`config.mk`:
```
export PLATFORM = sky130hd
export DESIGN_NAME = pulse_meas
export DESIGN_NICKNAME = d
export VERILOG_FILES = /design/src/rtl/lrx_pkg.sv /design/src/rtl/sat_counter.sv /design/src/rtl/pulse_meas.sv
export SDC_FILE = /design/constraint.sdc
export NUM_CORES = 1
export LEC_CHECK = 0
export BUFFER_PORTS_ARGS = -buffer_cell sky130_fd_sc_hd__buf_2
export CAP_MARGIN = 40
export CORE_UTILIZATION = 35
export CTS_CLUSTER_DIAMETER = 40
export DETAILED_ROUTE_END_ITERATION = 10
export PLACE_DENSITY_LB_ADDON = 0.05
export SYNTH_ARGS = -nofsm -noshare
export SYNTH_HDL_FRONTEND = slang
export SYNTH_HIERARCHICAL = 1
export SYNTH_SLANG_ARGS = --single-unit
```
`constraint.sdc`:
```
create_clock -name clk_in -period 3.65 [get_ports clk_in]
set_input_delay 0.1825 -clock clk_in [delete_from_list [all_inputs] [get_ports clk_in]]
set_output_delay 0.1825 -clock clk_in [all_outputs]
set_load 0.1 [all_outputs]
```
`src/rtl/lrx_pkg.sv`:
```
// Shared definitions for the pulse measurement block.
//   CNT_W_DEF : default width of the high-time / period counters
//   state_e   : measurement FSM states
package lrx_pkg;
  localparam int CNT_W_DEF = 16;

  typedef enum logic [1:0] {
    ST_IDLE = 2'd0,
    ST_HIGH = 2'd1,
    ST_LOW  = 2'd2
  } state_e;
endpackage

```
`src/rtl/sat_counter.sv`:
```
// Saturating up-counter used as the time base of pulse_meas.
//   clk_in, rst_in : clock, synchronous active-high reset
//   clr_in         : clear to 0 (highest priority)
//   load1_in       : load 1 (start of a new period)
//   inc_in         : increment by 1, holding at all-ones
//   cnt_out        : current count
//   sat_out        : count is all-ones
module sat_counter #(
  parameter int W = 16
) (
  input  logic         clk_in,
  input  logic         rst_in,
  input  logic         clr_in,
  input  logic         load1_in,
  input  logic         inc_in,
  output logic [W-1:0] cnt_out,
  output logic         sat_out
);
  logic [W-1:0] cnt_q, cnt_d;

  assign sat_out = &cnt_q;
  assign cnt_out = cnt_q;

  always_comb begin
    cnt_d = cnt_q;
    if (clr_in)                  cnt_d = '0;
    else if (load1_in)           cnt_d = {{(W-1){1'b0}}, 1'b1};
    else if (inc_in && !sat_out) cnt_d = cnt_q + {{(W-1){1'b0}}, 1'b1};
  end

  always_ff @(posedge clk_in) begin
    if (rst_in) cnt_q <= '0;
    else        cnt_q <= cnt_d;
  end
endmodule

```
`src/rtl/pulse_meas.sv`:
```
// Measures high time and rise-to-rise period of a signal presented as
// single-cycle rise/fall pulses.
//   clk_in, rst_in   : clock, synchronous active-high reset
//   en_in            : measurement enable (low forces IDLE)
//   rise_in, fall_in : edge pulses; both high together is no event
//   high_cnt_out     : last captured high time (cycles)
//   period_cnt_out   : last captured period (cycles)
//   valid_out        : one-cycle strobe with each new result pair
//   timeout_out      : one-cycle strobe when the counter saturated
//   busy_out         : FSM not in IDLE
module pulse_meas
  import lrx_pkg::*;
#(
  parameter int CNT_W = CNT_W_DEF
) (
  input  logic             clk_in,
  input  logic             rst_in,
  input  logic             en_in,
  input  logic             rise_in,
  input  logic             fall_in,
  output logic [CNT_W-1:0] high_cnt_out,
  output logic [CNT_W-1:0] period_cnt_out,
  output logic             valid_out,
  output logic             timeout_out,
  output logic             busy_out
);
  state_e state_q, state_d;
  logic [CNT_W-1:0] cnt;
  logic             cnt_sat, cnt_clr, cnt_load1, cnt_inc;
  logic [CNT_W-1:0] high_hold_q, high_hold_d;
  logic [CNT_W-1:0] high_cnt_q, high_cnt_d;
  logic [CNT_W-1:0] period_cnt_q, period_cnt_d;
  logic             valid_q, valid_d, timeout_q, timeout_d;
  logic             ev_rise, ev_fall;

  // Coincident rise and fall cancel out.
  assign ev_rise = rise_in & ~fall_in;
  assign ev_fall = fall_in & ~rise_in;

  sat_counter #(.W(CNT_W)) u_cnt (
    .clk_in   (clk_in),
    .rst_in   (rst_in),
    .clr_in   (cnt_clr),
    .load1_in (cnt_load1),
    .inc_in   (cnt_inc),
    .cnt_out  (cnt),
    .sat_out  (cnt_sat)
  );

  // State register
  always_ff @(posedge clk_in) begin
    if (rst_in) state_q <= ST_IDLE;
    else        state_q <= state_d;
  end

  // Next state: accepted edges win over saturation timeout.
  always_comb begin
    state_d = state_q;
    if (!en_in) state_d = ST_IDLE;
    else begin
      unique case (state_q)
        ST_IDLE: if (ev_rise) state_d = ST_HIGH;
        ST_HIGH: if (ev_fall) state_d = ST_LOW;
                 else if (cnt_sat) state_d = ST_IDLE;
        ST_LOW:  if (ev_rise) state_d = ST_HIGH;
                 else if (cnt_sat) state_d = ST_IDLE;
        default: state_d = ST_IDLE;
      endcase
    end
  end

  // Counter control and output register inputs
  always_comb begin
    cnt_clr      = 1'b0;
    cnt_load1    = 1'b0;
    cnt_inc      = (state_q != ST_IDLE);
    high_hold_d  = high_hold_q;
    high_cnt_d   = high_cnt_q;
    period_cnt_d = period_cnt_q;
    valid_d      = 1'b0;
    timeout_d    = 1'b0;
    if (!en_in) begin
      cnt_clr     = 1'b1;
      high_hold_d = '0;
    end else begin
      unique case (state_q)
        ST_IDLE: if (ev_rise) cnt_load1 = 1'b1;
        ST_HIGH: begin
          if (ev_fall) high_hold_d = cnt;
          else if (cnt_sat) begin
            cnt_clr   = 1'b1;
            timeout_d = 1'b1;
          end
        end
        ST_LOW: begin
          // The closing rise also opens the next period.
          if (ev_rise) begin
            cnt_load1    = 1'b1;
            high_cnt_d   = high_hold_q;
            period_cnt_d = cnt;
            valid_d      = 1'b1;
          end else if (cnt_sat) begin
            cnt_clr   = 1'b1;
            timeout_d = 1'b1;
          end
        end
        default: cnt_clr = 1'b1;
      endcase
    end
  end

  always_ff @(posedge clk_in) begin
    if (rst_in) begin
      high_hold_q  <= '0;
      high_cnt_q   <= '0;
      period_cnt_q <= '0;
      valid_q      <= 1'b0;
      timeout_q    <= 1'b0;
    end else begin
      high_hold_q  <= high_hold_d;
      high_cnt_q   <= high_cnt_d;
      period_cnt_q <= period_cnt_d;
      valid_q      <= valid_d;
      timeout_q    <= timeout_d;
    end
  end

  assign high_cnt_out   = high_cnt_q;
  assign period_cnt_out = period_cnt_q;
  assign valid_out      = valid_q;
  assign timeout_out    = timeout_q;
  assign busy_out       = (state_q != ST_IDLE);
endmodule

```
==> run summary, run 1 <==
Clock Tree Root -> clkbuf_8
Routability Congestion -> 0.883
WP data required -> 3.91 ns
delay-heaviest family, CP -> simple AND/OR/NAND/NOR gates
Leakage -> 1.21 nW
Final setup viols -> 0
Fin Hold WS -> 0.297 ns
pwr/cell area -> 452 mW/mm^2
WHS Path Cells -> 3
f_max -> 384 MHz
peak supply drop -> 0.000194 V
fin. max-slew vios -> 0
Total Power -> 1.48 mW
first drt pass iteration count -> 4
Syn Inst Count -> 343
detailed-route via count -> 2477
All-Layer GR Usage -> 18.1%
Post-synth top cells -> nand2_1, dfxtp_1, a21oi_1
post-synth top area share -> 48.8%
CTS tree -> built
CP Data Arrival Time -> 2.86 ns
clock latency at the later pin of the worst-skew pair -> 0.35 ns
min Tclk post-route -> 2.61 ns
multi-input logic area -> 0.00132 mm^2
die area -> 0.00833 mm^2
Initial Util -> 36.1%
slowest stage delay, CP -> 0.58 ns
filler cell count -> 826
NumNets Final -> 391
nature of the critical path startpoint -> flip-flop
layout cell share with drive strength beyond 1 -> 17.9%
register bit count reported by yosys -> 68
cell row count -> 32
sequential-to-total area share from yosys stat -> 48.8%
post-layout util -> 42.5%
wire length per cell -> 14.3 um
n_diodes -> 0
Reg-to-Reg End -> u_cnt/cnt_out[14]$_SDFFE_PP0P_
Max-cap violations -> 0
async set-reset flop share out of synthesis -> 0%
CORE AREA -> 0.00773 mm^2
internal reg-to-reg setup slack -> 1.04 ns
sequential cell area -> 0.00136 mm^2
pin slew with the least headroom to its limit -> 0.780 ns
GRT Residual Overflow -> 0
Fin. Hold Viols -> 0
Resized cells post-CTS -> 0
number of synthesized flops with an enable pin -> 0
Via-to-Cell Ratio -> 5.09
TritonCTS Buffers -> 9
Synth area leaders -> dfxtp_1, nand2_1, a21oi_1
CTS HTree Levels -> 3
r2r startpoint -> u_cnt/cnt_out[0]$_SDFFE_PP0P_
1st-iter DRT viols -> 109
ys flop type -> dfxtp_1
largest net degree at the start of global routing -> 38
WS Path Type -> reg -> reg
ANT nets after route -> 0
Distinct cells, synth -> 44
Routed Wire Length -> 6980 um
port bufs -> 39
Hold Path Class -> in -> reg
Syn. warnings -> 6
Rel. slew slack -> 48.0%
worst-path fanout max -> 11
CP max-delay cell -> or3_1
most common cell in the synthesized netlist -> nand2_1
run status -> finished clean
CP Buf/Inv Count -> 1
Mapped Area -> 0.00279 mm^2
Critical Path End Type -> flip-flop
Worst Hold Launch -> en_in
Post-DP HPWL -> 4720 um
setup ws final -> 1.04 ns
Worst R2R Path Depth -> 8
number of global-route vias before repair -> 2329
area leader, netlist -> dfxtp_1
drt drc -> 0
Ports -> 40
global-route wire length before repair -> 11800 um
Reg clk slew, reported paths -> 0.08 ns
pre-CTS WS -> 1.05 ns
RSZ-0062 raised after global routing -> no
initial antenna violation count -> 0
Max Clock Skew -> 0.00974 ns
fin crit share -> 71.4%
Avg Synthesized Cell Area -> 8.13 um^2
hold_buf cts -> 0
die width -> 91.2 um
Setup TNS -> 0 ns
Setup Buffers After CTS -> 0
area grow syn2layout -> 17.8%
die height -> 91.2 um
Max Buffers Root-to-Sink -> 2
syn_nets -> 354
Hold Path Sink -> u_cnt/cnt_out[0]$_SDFFE_PP0P_
worst-path cell chain -> ha_1 -> nand4_1 -> nor4_1 -> buf_4 -> o221a_2 -> or3b_1 -> or3_1 -> o41ai_1
clock sink count -> 68
registers in the layout, summed over array words and instances, names as in the netlist:
signal,count
high_cnt_out,16
valid_out,1
u_cnt/cnt_out,16
high_hold_q,16
state_q,2
timeout_out,1
period_cnt_out,16
cell usage in the layout, fill, tap and decap left out, drive strengths merged, types with 5 or more instances in the layout:
cell	instances
buf	43
inv	6
nand2	105
clkbuf	10
o21ai	8
nand3	8
and3	7
ha	6
a21oi	56
dfxtp	68
nor2	8
nor3	5
power by group:
group          leakage (nW)  internal [mW]  switching (mW)
Sequential            0.547          0.742        0.000984
Clock                 0.116          0.403           0.303
Combinational         0.542        0.00922          0.0257
metrics by stage:
step / instances / instance area, um^2
3_3_place_gp: 471 / 3060
2_1_floorplan: 343 / 2790
4_1_cts: 487 / 3280
6_report: 487 / 3280
3_5_place_dp: 471 / 3060
5_1_grt: 487 / 3280
layer usage:
layer / share of wire [%] / track usage (%)
met1: 52 / 25.0
met2: 43 / 26.6
met5: 0 / 0
met3: 3.7 / 4.36
met4: 1.7 / 8.20
worst max-delay path by stage:
stage / end / slack [ns] / from / depth (start not counted)
final: u_cnt/cnt_out[14]$_SDFFE_PP0P_ / 1.04 / u_cnt/cnt_out[0]$_SDFFE_PP0P_ / 8
after global routing: u_cnt/cnt_out[14]$_SDFFE_PP0P_ / 0.84 / u_cnt/cnt_out[0]$_SDFFE_PP0P_ / 8
after CTS: u_cnt/cnt_out[14]$_SDFFE_PP0P_ / 1.04 / u_cnt/cnt_out[0]$_SDFFE_PP0P_ / 8
after detailed placement: u_cnt/cnt_out[14]$_SDFFE_PP0P_ / 1.05 / u_cnt/cnt_out[0]$_SDFFE_PP0P_ / 8
after global placement: u_cnt/cnt_out[14]$_SDFFE_PP0P_ / 1.12 / u_cnt/cnt_out[0]$_SDFFE_PP0P_ / 8
after floorplan: u_cnt/cnt_out[13]$_SDFFE_PP0P_ / 0.89 / state_q[0]$_SDFFE_PP0P_ / 7
cell families (layout without fill, tap and decap cells):
family                   count (synthesis)  count (layout)  share of synthesized area [%]
AND/OR/NAND/NOR                        159             159                           26.4
AO/OA/AOI/OAI                           86              86                           18.0
flip-flops                              68              68                           48.8
buffers and inverters                   23              65                           3.72
adder cells (fa/ha/maj)                  6               6                           2.69
XOR/XNOR                                 1               1                          0.314
final cells by class:
class                      count  share of cell area [%]
clock inverter                 6                    2.67
multi-input combinational    252                    40.3
inverter                       6                   0.686
timing repair buffer          43                    6.86
sequential                    68                    41.4
tap                          102                    3.89
clock buffer                  10                    4.19
worst min-delay path, cell delays in order:
cell     delay (ns)
buf_2          0.12
o211a_1        0.19
o21a_1         0.12
Power figures use the tool's default switching activity.
==> inputs of run 2 (changes only) <==
==> constraint.sdc (replaced) <==
create_clock -name clk_in -period 2.1 [get_ports clk_in]
set_input_delay 0.105 -clock clk_in [delete_from_list [all_inputs] [get_ports clk_in]]
set_output_delay 0.105 -clock clk_in [all_outputs]
set_load 0.1 [all_outputs]
==> run 2 against run 1 <==
Net effect: the run now ends with negative setup slack left; fmax increased by 23%; first-iteration DRC count is 12% higher; critical path depth shrank 1; clock skew up 0.0017 ns; via count grew 6.6%; critical path type unchanged; largest cell class is now multi-input combinational cells.
==> run summary, run 2 (synthesis results as in run 1) <==
internal reg-to-reg setup slack -> -0.02 ns (-1.06 ns)
Final setup viols -> 1 (+1)
worst-path fanout max -> 5 (-6)
filler cell count -> 777 (-5.9%)
cell row count -> 32 (unchanged)
Max Clock Skew -> 0.0114 ns (+0.00169 ns)
WS Path Type -> reg -> reg
hold_buf cts -> 0 (unchanged)
most frequent cells in the layout -> nand2_1, dfxtp_1, a21oi_1, buf_2, buf_4
drt drc -> 0 (unchanged)
1st-iter DRT viols -> 122 (+12%)
All-Layer GR Usage -> 19.1% (+0.94 points)
die area -> 0.00833 mm^2 (unchanged)
CORE AREA -> 0.00773 mm^2 (unchanged)
pwr/cell area -> 672 mW/mm^2 (+49%)
placed instance count -> 502 (+6.6%)
global-route wire length before repair -> 12300 um (+3.9%)
min Tclk post-route -> 2.12 ns (-0.490 ns)
Initial Util -> 36.1% (unchanged)
largest net degree at the start of global routing -> 38 (unchanged)
wire length per cell -> 14.2 um (-0.60%)
Critical Path End Type -> flip-flop
Worst R2R Path Depth -> 7 (-1)
RSZ-0062 raised after global routing -> yes
Hold Path Class -> in -> reg
GRT Residual Overflow -> 0 (unchanged)
n_diodes -> 0 (unchanged)
pre-CTS WS -> -0.100 ns (-1.15 ns)
CP Data Arrival Time -> 2.38 ns (-0.48 ns)
CTS HTree Levels -> 3 (unchanged)
TritonCTS Buffers -> 9 (unchanged)
Fin. Hold Viols -> 0 (unchanged)
Max Buffers Root-to-Sink -> 2 (unchanged)
die width -> 91.2 um (unchanged)
Leakage -> 1.43 nW (+19%)
most common cell after layout, fill and taps aside -> nand2_1
Placed Area -> 0.00335 mm^2 (+9.5%)
Reg power frac -> 51.5% (+1.4 points)
WP data required -> 2.36 ns (-1.55 ns)
nature of the critical path startpoint -> flip-flop
detailed-route via count -> 2640 (+6.6%)
Reg clk slew, reported paths -> 0.08 ns (about the same)
die height -> 91.2 um (unchanged)
setup ws final -> -0.0169 ns (-1.06 ns)
layout cell share with drive strength beyond 1 -> 30.8% (+13 points)
peak supply drop -> 0.000329 V (+70%)
fin. max-slew vios -> 0 (unchanged)
Routed Wire Length -> 7500 um (+7.6%)
run status -> finished, violations left
CTS tree -> built
sw frac -> 22.7% (+0.51 points)
ANT nets after route -> 0 (unchanged)
port bufs -> 39 (unchanged)
logic gate share of total power -> 3.6% (+1.2 points)
Max-cap violations -> 0 (unchanged)
fin crit share -> 101% (+29 points)
area grow syn2layout -> 33.8%
Clock Tree Root -> clkbuf_8
Ports -> 40 (unchanged)
Psw -> 0.569 mW (+73%)
post-route cell area -> 0.00373 mm^2 (+14%)
Rel. slew slack -> 49.4% (+1.4 points)
Post-DP HPWL -> 5080 um (+7.6%)
r2r startpoint -> state_q[1]$_SDFFE_PP0P_
failing checks -> negative setup slack
clock sink count -> 68 (unchanged)
Via-to-Cell Ratio -> 5.01 (-1.5%)
Reg-to-Reg End -> u_cnt/cnt_out[12]$_SDFFE_PP0P_
Worst Hold Launch -> en_in
clock latency at the later pin of the worst-skew pair -> 0.35 ns (about the same)
fin cells -> 527 (+8.2%)
initial antenna violation count -> 0 (unchanged)
pin slew with the least headroom to its limit -> 0.759 ns (-0.0213 ns)
NumNets Final -> 431 (+10%)
f_max -> 472 MHz (+23%)
Clock power frac -> 44.9% (-2.7 points)
WHS Path Cells -> 3 (unchanged)
Hold Path Sink -> state_q[1]$_SDFFE_PP0P_
Routability Congestion -> 0.821 (-7.0%)
number of global-route vias before repair -> 2507 (+7.6%)
Power Internal -> 1.94 mW (+68%)
first drt pass iteration count -> 4 (unchanged)
## run 2: power groups by stage
stage | logic, mW | clock network (mW) | registers (mW)
after global placement | 0.0719 | 0 | 1.32
after detailed placement | 0.0719 | 0 | 1.32
after global routing | 0.0980 | 1.22 | 1.29
after floorplan | 0.0486 | 0 | 1.32
final | 0.0910 | 1.13 | 1.29
after CTS | 0.0749 | 1.16 | 1.29
## run 2: worst max-delay path by stage
stage	startpoint	endpoint
6_report	state_q[1]$_SDFFE_PP0P_	u_cnt/cnt_out[12]$_SDFFE_PP0P_
5_1_grt	state_q[1]$_SDFFE_PP0P_	u_cnt/cnt_out[12]$_SDFFE_PP0P_
4_1_cts	state_q[0]$_SDFFE_PP0P_	u_cnt/cnt_out[13]$_SDFFE_PP0P_
3_5_place_dp	state_q[0]$_SDFFE_PP0P_	u_cnt/cnt_out[8]$_SDFFE_PP0P_
3_3_place_gp	state_q[0]$_SDFFE_PP0P_	u_cnt/cnt_out[14]$_SDFFE_PP0P_
2_1_floorplan	state_q[1]$_SDFFE_PP0P_	u_cnt/cnt_out[13]$_SDFFE_PP0P_
## run 2: routing by layer
metal  share of wire (%)  GRT usage [%]  vias up
met5                   0              0        -
met4                 1.9           8.47        0
met3                 4.0           4.77       13
met2                  45           29.7       52
met1                  49           24.9     1227
li1                    -              -     1348
## run 2: layout make-up
cell class	count	area, um^2	share of cell area [%]
clock buffer	11	151	4.06
multi-input combinational	253	1470	39.4
sequential	68	1370	36.6
clock inverter	5	60.1	1.61
timing repair buffer	82	527	14.1
tap	102	128	3.42
inverter	6	28.8	0.771
## run 2: worst max-delay path, cell delays in order (launching register included)
cell	delay (ns)
dfxtp_2	0.33
inv_2	0.05
ha_4	0.16
nor2b_4	0.12
o221a_4	0.22
or3b_4	0.43
or3_4	0.47
o31ai_1	0.24
## run 2: stage by stage
step / hold slack [ns] / total power, mW / util (%) / TNS (ns)
floorplan: 0.257 / 1.37 / - / -0.460
global placement: 0.440 / 1.39 / 43.4 / -0.103
detailed placement: 0.444 / 1.39 / 43.4 / -0.313
CTS: 0.0867 / 2.52 / 46.4 / 0
global route: 0.118 / 2.61 / 48.3 / -0.231
finish: 0.110 / 2.51 / 48.3 / -0.0169
## run 2: repair_timing
item	4_1_cts	5_1_grt
gates cloned	0	2
buffers inserted	2	5
pin swaps	1	9
setup endpoints to repair	6	11
gates resized for setup	2	19
==> inputs of run 3 (changes only) <==
--- a/config.mk
+++ b/config.mk
@@ -5,7 +5,7 @@
 export SDC_FILE = /design/constraint.sdc
 export NUM_CORES = 1
 export LEC_CHECK = 0
-export BUFFER_PORTS_ARGS = -buffer_cell sky130_fd_sc_hd__buf_2
+export BUFFER_PORTS_ARGS = -buffer_cell sky130_fd_sc_hd__clkbuf_2
 export CAP_MARGIN = 40
 export CORE_UTILIZATION = 35
 export CTS_CLUSTER_DIAMETER = 40
==> run 3 against run 2 <==
Net effect: the flow now finishes without violations; sequential power hardly changed; register-to-register slack better by 0.02 ns; global-route usage is 0.37 points higher; hold slack better by 0.0023 ns; clock power is 13% lower.
==> run summary, run 3 (synthesis results as in run 1) <==
run status -> finished clean
Max-cap violations -> 0 (unchanged)
Post-DP HPWL -> 5140 um (+1.1%)
global-route wire length before repair -> 12500 um (+2.2%)
WS Path Type -> reg -> reg
NumNets Final -> 427 (-0.93%)
TritonCTS Buffers -> 9 (unchanged)
die height -> 91.2 um (unchanged)
drt drc -> 0 (unchanged)
Total Power -> 2.36 mW (-5.9%)
number of global-route vias before repair -> 2535 (+1.1%)
Hold Path Class -> in -> reg
length of routed wiring on met1 -> 3840 um (+3.5%)
Routed Wire Length -> 7380 um (-1.7%)
pwr/cell area -> 648 mW/mm^2 (-3.5%)
Initial Util -> 36.1% (unchanged)
die area -> 0.00833 mm^2 (unchanged)
wire length per cell -> 14.1 um (-0.95%)
Reg clk slew, reported paths -> 0.08 ns (about the same)
routed wl met2 -> 3240 um (-3.2%)
Max Buffers Root-to-Sink -> 2 (unchanged)
All-Layer GR Usage -> 19.4% (+0.37 points)
detailed-route via count -> 2624 (-0.61%)
min Tclk post-route -> 2.09 ns (-0.0240 ns)
port bufs -> 39 (unchanged)
Setup TNS -> 0 ns (+0.0169 ns)
clock latency at the later pin of the worst-skew pair -> 0.34 ns (about the same)
cell row count -> 32 (unchanged)
peak supply drop -> 0.000239 V (-27%)
die width -> 91.2 um (unchanged)
most common cell after layout, fill and taps aside -> nand2_1
Leakage -> 1.35 nW (-5.3%)
CTS tree -> built
Max Clock Skew -> 0.00649 ns (-0.00494 ns)
Final setup viols -> 0 (-1)
layout cell share with drive strength beyond 1 -> 29.7% (-1.1 points)
Rel. slew slack -> 60.6% (+11 points)
nature of the critical path startpoint -> flip-flop
Fin. Hold Viols -> 0 (unchanged)
Highest Signal Layer -> met4
fin. max-slew vios -> 0 (unchanged)
hold_buf cts -> 0 (unchanged)
worst-path fanout max -> 6 (+1)
Via-to-Cell Ratio -> 5.02 (+0.15%)
CORE AREA -> 0.00773 mm^2 (unchanged)
initial antenna violation count -> 0 (unchanged)
Routability Congestion -> 0.818 (-0.33%)
most frequent cells in the layout -> nand2_1, dfxtp_1, a21oi_1, clkbuf_2, buf_4
largest net degree at the start of global routing -> 23 (-39%)
post-route cell area -> 0.00364 mm^2 (-2.4%)
fin crit share -> 99.7% (-1.1 points)
area grow syn2layout -> 30.6%
GRT Residual Overflow -> 0 (unchanged)
n_diodes -> 0 (unchanged)
clock sink count -> 68 (unchanged)
Ports -> 40 (unchanged)
f_max -> 478 MHz (+1.1%)
WHS Path Cells -> 3 (unchanged)
CP Data Arrival Time -> 2.35 ns (-0.03 ns)
RSZ-0062 raised after global routing -> yes
CTS HTree Levels -> 3 (unchanged)
met3 WL post-DR -> 229 um (-23%)
first drt pass iteration count -> 4 (unchanged)
Critical Path End Type -> flip-flop
WP data required -> 2.36 ns (about the same)
1st-iter DRT viols -> 103 (-16%)
ANT nets after route -> 0 (unchanged)
Clock Tree Root -> clkbuf_8
Placed Area -> 0.00335 mm^2 (unchanged)
Worst R2R Path Depth -> 6 (-1)
pin slew with the least headroom to its limit -> 0.591 ns (-0.168 ns)
[run 3: cell type report]
cell class | instances | area (um^2)
Clock inverter | 5 | 35.0
Timing Repair Buffer | 78 | 488
Inverter | 6 | 28.8
Tap cell | 102 | 128
Clock buffer | 11 | 141
Multi-Input combinational cell | 253 | 1450
Fill cell | 803 | 4090
Sequential cell | 68 | 1370
[run 3: where the power goes]
part | internal (mW) | switching [mW]
registers | 1.29 | 0.00123
clock network | 0.464 | 0.523
logic | 0.0285 | 0.0539
total | 1.78 | 0.578
[run 3: repair_timing]
item,in CTS,in global routing
buffers inserted,0,4
endpoints found under the setup margin,6,14
pin swaps,1,6
cloned,1,0
resized for setup,0,15
[run 3: through the flow]
stage                     setup slack (ns)  utilization (%)  hold WS (ns)  instances
after floorplan                    -0.0976                -         0.257        343
after detailed placement           -0.0651             43.4         0.444        502
after global routing               -0.0526             47.1         0.132        523
after CTS                          -0.0139             45.7        0.0969        519
after global placement             -0.0446             43.4         0.440        502
final                              0.00708             47.1         0.112        523
[run 3: metal layers]
metal	up-vias	global-route usage (%)
met1	1227	26.6
li1	1342	-
met5	-	0
met2	47	29.8
met3	8	4.86
met4	0	6.61
[run 3: critical path, stage by stage (launching register included)]
cell,delay [ns]
dfxtp_2,0.33
buf_4,0.14
ha_2,0.19
o221a_4,0.24
or3b_4,0.42
or3_4,0.47
o31ai_2,0.22
[run 3: final timing paths]
check / startpoint / end / slack (ns)
worst max-delay path: state_q[1]$_SDFFE_PP0P_ / u_cnt/cnt_out[12]$_SDFFE_PP0P_ / 0.007
worst max register to register: state_q[1]$_SDFFE_PP0P_ / u_cnt/cnt_out[12]$_SDFFE_PP0P_ / 0.007
worst min register to register: high_hold_q[7]$_SDFFE_PP0P_ / high_cnt_out[7]$_SDFFE_PP0P_ / 0.45
worst min-delay path: en_in / state_q[0]$_SDFFE_PP0P_ / 0.11
